`src/rtl/imem_port_arbiter.sv`:
```
// rtl/imem_port_arbiter.sv - single-port instruction memory arbiter between IF fetch and burst loader
// The loader holds the port for a locked burst; after MAX_BURST writes one slot is forced back to IF.

module imem_port_arbiter #(
   parameter int AW        = 5,
   parameter int DW        = 32,
   parameter int MAX_BURST = 8
) (
   input  logic          i_clk,
   input  logic          i_rst_n,
   input  logic          i_if_req,
   input  logic [AW-1:0] i_if_addr,
   output logic [DW-1:0] o_if_rdata,
   output logic          o_if_rvalid,
   output logic          o_if_stall,
   input  logic          i_ld_req,
   input  logic [AW-1:0] i_ld_addr,
   input  logic [DW-1:0] i_ld_wdata,
   input  logic          i_ld_last,
   output logic          o_ld_gnt,
   output logic          o_mem_en,
   output logic          o_mem_we,
   output logic [AW-1:0] o_mem_addr,
   output logic [DW-1:0] o_mem_wdata,
   input  logic [DW-1:0] i_mem_rdata
);

   localparam int CW = $clog2(MAX_BURST) + 1;

   typedef enum logic [1:0] {
      FETCH = 2'd0,
      LOAD  = 2'd1,
      YIELD = 2'd2
   } state_t;

   state_t        r_state;
   state_t        w_state_nxt;
   logic [CW-1:0] r_burst_cnt;
   logic [CW-1:0] w_burst_cnt_nxt;
   logic          w_ld_owner;
   logic [DW-1:0] r_if_rdata;
   logic          r_if_rvalid;

   always_ff @(posedge i_clk or negedge i_rst_n) begin
      if (!i_rst_n) begin
         r_state     <= FETCH;
         r_burst_cnt <= '0;
      end else begin
         r_state     <= w_state_nxt;
         r_burst_cnt <= w_burst_cnt_nxt;
      end
   end

   // ld_last takes priority over the forced IF slot
   always_comb begin
      w_state_nxt     = r_state;
      w_burst_cnt_nxt = r_burst_cnt;
      unique case (r_state)
         FETCH: begin
            if (i_ld_req) w_state_nxt = LOAD;
         end
         LOAD: begin
            if (i_ld_req) begin
               if (i_ld_last) begin
                  w_state_nxt     = FETCH;
                  w_burst_cnt_nxt = '0;
               end else if (r_burst_cnt == CW'(MAX_BURST - 1)) begin
                  w_state_nxt     = YIELD;
                  w_burst_cnt_nxt = '0;
               end else begin
                  w_burst_cnt_nxt = r_burst_cnt + 1'b1;
               end
            end
         end
         YIELD: begin
            w_state_nxt = LOAD;
         end
         default: begin
            w_state_nxt     = FETCH;
            w_burst_cnt_nxt = '0;
         end
      endcase
   end

   always_comb begin
      w_ld_owner  = (r_state == LOAD);
      o_ld_gnt    = w_ld_owner & i_ld_req;
      o_if_stall  = w_ld_owner & i_if_req;
      o_mem_en    = w_ld_owner ? i_ld_req : i_if_req;
      o_mem_we    = w_ld_owner & i_ld_req;
      o_mem_addr  = w_ld_owner ? i_ld_addr : i_if_addr;
      o_mem_wdata = i_ld_wdata;
   end

   always_ff @(posedge i_clk or negedge i_rst_n) begin
      if (!i_rst_n) begin
         r_if_rdata  <= '0;
         r_if_rvalid <= 1'b0;
      end else if (!w_ld_owner) begin
         r_if_rvalid <= i_if_req;
         if (i_if_req) r_if_rdata <= i_mem_rdata;
      end else begin
         r_if_rvalid <= 1'b0;
      end
   end

   assign o_if_rdata  = r_if_rdata;
   assign o_if_rvalid = r_if_rvalid;

endmodule

```
`config.mk`:
```
export PLATFORM = sky130hd
export DESIGN_NAME = imem_port_arbiter
export DESIGN_NICKNAME = d
export VERILOG_FILES = /design/src/rtl/imem_port_arbiter.sv
export SDC_FILE = /design/constraint.sdc
export NUM_CORES = 1
export LEC_CHECK = 0
export CAP_MARGIN = 30
export CORE_ASPECT_RATIO = 0.5
export CORE_UTILIZATION = 31
export CTS_BUF_LIST = sky130_fd_sc_hd__clkbuf_4
export CTS_CLUSTER_SIZE = 8
export DETAILED_ROUTE_END_ITERATION = 8
export GPL_ROUTABILITY_DRIVEN = 0
export PLACE_DENSITY_LB_ADDON = 0.25
export SLEW_MARGIN = 20
export SYNTH_ARGS = -nofsm -noshare
export SYNTH_HDL_FRONTEND = slang
export SYNTH_SLANG_ARGS = --single-unit
```
`constraint.sdc`:
```
create_clock -name i_clk -period 1.3 [get_ports i_clk]
set_input_delay 0.195 -clock i_clk [delete_from_list [all_inputs] [get_ports i_clk]]
set_output_delay 0.195 -clock i_clk [all_outputs]
set_load 0.01 [all_outputs]
```
==> impl_metrics.toml <==
[pwr]
ir_drop_uv = 502
p_leak_nw = 1.46
seqPwrFrac = 0.341
p_int_mw = 4.23
power.clock.fraction = 0.101
switching_power_mw = 1.95
power_density_mw_per_mm2 = 2010
p_comb_frac = 0.558
switching_share = 0.315

[synthesis]
synthCells = 142
synth_top_family_by_area = "multiplexers"
synth_nets = 222
synth_fa_ha_area_frac = 0.00626
ys_warn_count = 0
synth_compound_area_frac = 0.0294
syn_area_mm2 = 0.00200
synthSimpleGateAreaFrac = 0.0407
syn_area_per_cell_um2 = 14.1
ys_seq_area_frac = 0.488
synthDistinctLibCells = 27
synth_mux_area_frac = 0.266
synth_seq_cells = 39
synth-xor-area-share = 0.00438

[timing]
period_share = 1.26
worst_pin_slew_ns = 0.486
slew_violations = 0
setup_violations = 42
skew_ns = 0.00759
setup_slack_ns = -0.335
fmax_ghz = 0.612
relSlewSlack = 0.676
finalHoldViolCount = 0
min_period_ns = 1.64
rsz0062_at_grt = "yes"

[cts]
clock_latency_ns = 0.34
cts_inserted_buffers = 5
htreeDepth = 2
cts_tree = "built"
cts_buffer_depth = 2
numClockSinks = 39
clk_pin_slew_ns = 0.11
cts.root.buffer_cell = "clkbuf_4"

[cells_and_area]
final_nets = 309
utilization = 0.499
syn2layout_area_growth_pct = 53.6
fill_cells = 567
n_antenna_cell = 0
drive_gt1_frac = 0.391

[status]
violations = "setup timing"
status = "finished, violations left"

[die]
die_w_um = 116
coreArea_mm2 = 0.00616
ioPinCount = 153
initial_utilization = 0.325
die_y_um = 58.8
core.rowCount = 20
die_area_mm2 = 0.00679

[drt]
via_per_inst = 4.25
num_vias = 1351
drcViolationCount = 0
first_pass_iters = 2
ant_nets = 0
wl_per_cell_um = 14.6
wl_um = 4640
drt_iter0_markers = 41

[worst_hold_path]
worstHoldPathCells = 0
min_path_type = "in -> out"

[job]
cap_violations = 0

[global_routing]
antenna_found_initial = 0
grt_pass1_vias = 1381
grtUsageTotal = 0.143
grt_max_degree = 40
overflow = 0
grt_pass1_wl_um = 7280

[placed_design]
place_hpwl_um = 3320
pre_cts_ws_ns = -0.389
port_buffers = 88

[setup_path]
cp-end-kind = "output port"
arrival_ns = 1.44
worstPathRequired_ns = 1.11
crit_fanout = 6
reg2reg_depth = 8
path_class = "reg -> out"
startpoint_type = "flip-flop"
-- sequential cells by signal, summed over array words and instances, names as in the netlist --
signal,count
o_if_rvalid,1
o_if_rdata,32
r_state,2
r_burst_cnt,4
-- placed cells by master, fill, tap and decap left out, types with 4 or more instances in the layout --
master	instances
clkdlybuf4s50_1	45
dfrtp_1	39
dlygate4sd2_1	33
mux2_4	28
buf_4	17
mux2_2	9
buf_6	8
clkbuf_4	6
buf_12	6
inv_1	4
-- per-layer routing --
layer | GRT usage | part of all wire | routed length, um
met5 | 0 | 0 | 0
met4 | 0.0538 | 0.016 | 72
met3 | 0.0402 | 0.059 | 273
met2 | 0.261 | 0.54 | 2520
met1 | 0.162 | 0.38 | 1770
-- what timing repair did --
item / in CTS / in global routing
gates resized for setup: 80 / 8
hold buffers: 1 / 0
setup buffers: 12 / 5
pin swaps: 0 / 4
setup endpoints to repair: 75 / 44
gates cloned: 2 / 0
endpoints found under the hold margin: 39 / 0
-- worst max-delay path, stage by stage, from the launching register on --
cell and delay (ns):
dfrtp_1 0.43, nand2b_4 0.11, buf_6 0.11, mux2_2 0.34, buf_6 0.12
-- cell families after synthesis --
kind of cell               Yosys count
muxes                               38
DFF                                 39
adders and majority gates            1
AOI/OAI and AO/OA                    9
xor gates and xnor gates             1
and+or+nand+nor                     13
buffers and inverters               41
-- area by class of cell --
class | instances | area (um^2) | share of cell area
clock buffers | 6 | 45.0 | 0.0147
clock inverters | 2 | 12.5 | 0.00408
inverters | 4 | 15.0 | 0.00489
multi-input cells | 62 | 731 | 0.238
flip-flops and latches | 39 | 976 | 0.318
well taps | 88 | 110 | 0.0359
repair buffers | 117 | 1180 | 0.384
-- worst paths after layout --
path / startpoint / endpoint / slack [ns]
setup / recovery: r_state[0]$_DFFE_PN0P_ / o_mem_addr[0] / -0.34
min in group asynchronous: i_rst_n / o_if_rdata[23]$_DFFE_PN0P_ / 0.41
hold reg to reg: o_if_rdata[7]$_DFFE_PN0P_ / o_if_rdata[7]$_DFFE_PN0P_ / 0.51
hold / removal: i_ld_wdata[10] / o_mem_wdata[10] / 0.39
setup reg to reg: r_state[1]$_DFFE_PN0P_ / o_if_rdata[2]$_DFFE_PN0P_ / -0.34
max in group asynchronous: i_rst_n / o_if_rdata[28]$_DFFE_PN0P_ / 0.53
-- stage by stage --
step                power [mW]  instances  hold WS [ns]  setup TNS, ns  area, um^2
finish                    6.18        318         0.390         -12.19        3070
global route              6.56        318         0.390         -14.43        3070
CTS                       6.17        314         0.390         -12.69        3010
detailed placement        5.43        291         0.278         -13.94        2780
global placement          5.37        291         0.284         -13.25        2780
floorplan                 3.92        142        -0.101         -0.319        2010
-- Yosys cell counts --
library cell / instances / area share
a21oi_1: 1 / 0.0025
a22o_1: 1 / 0.0044
a31oi_1: 1 / 0.0031
a32o_1: 1 / 0.0050
buf_12: 2 / 0.020
buf_4: 33 / 0.12
buf_6: 1 / 0.0056
buf_8: 1 / 0.0075
dfrtp_1: 39 / 0.49
ha_1: 1 / 0.0063
inv_1: 4 / 0.0075
mux2_2: 9 / 0.051
mux2_4: 28 / 0.21
mux2i_1: 1 / 0.0050
nand2_1: 3 / 0.0056
nand2_8: 1 / 0.010
nand2b_1: 1 / 0.0031
nand3_1: 1 / 0.0025
nand3b_1: 1 / 0.0038
nor2_1: 3 / 0.0056
nor3b_1: 1 / 0.0038
nor4_1: 1 / 0.0031
o211ai_1: 1 / 0.0038
o21ai_0: 3 / 0.0075
o22ai_1: 1 / 0.0031
or3_1: 1 / 0.0031
xor2_1: 1 / 0.0044
-- power groups by stage --
stage / clock network, mW / logic (mW) / registers, mW
CTS: 0.656 / 3.40 / 2.11
finish: 0.622 / 3.45 / 2.11
detailed placement: 0 / 3.28 / 2.14
global route: 0.704 / 3.67 / 2.19
global placement: 0 / 3.24 / 2.13
floorplan: 0 / 1.53 / 2.38
Note: power is estimated with default switching activity, not from simulation.
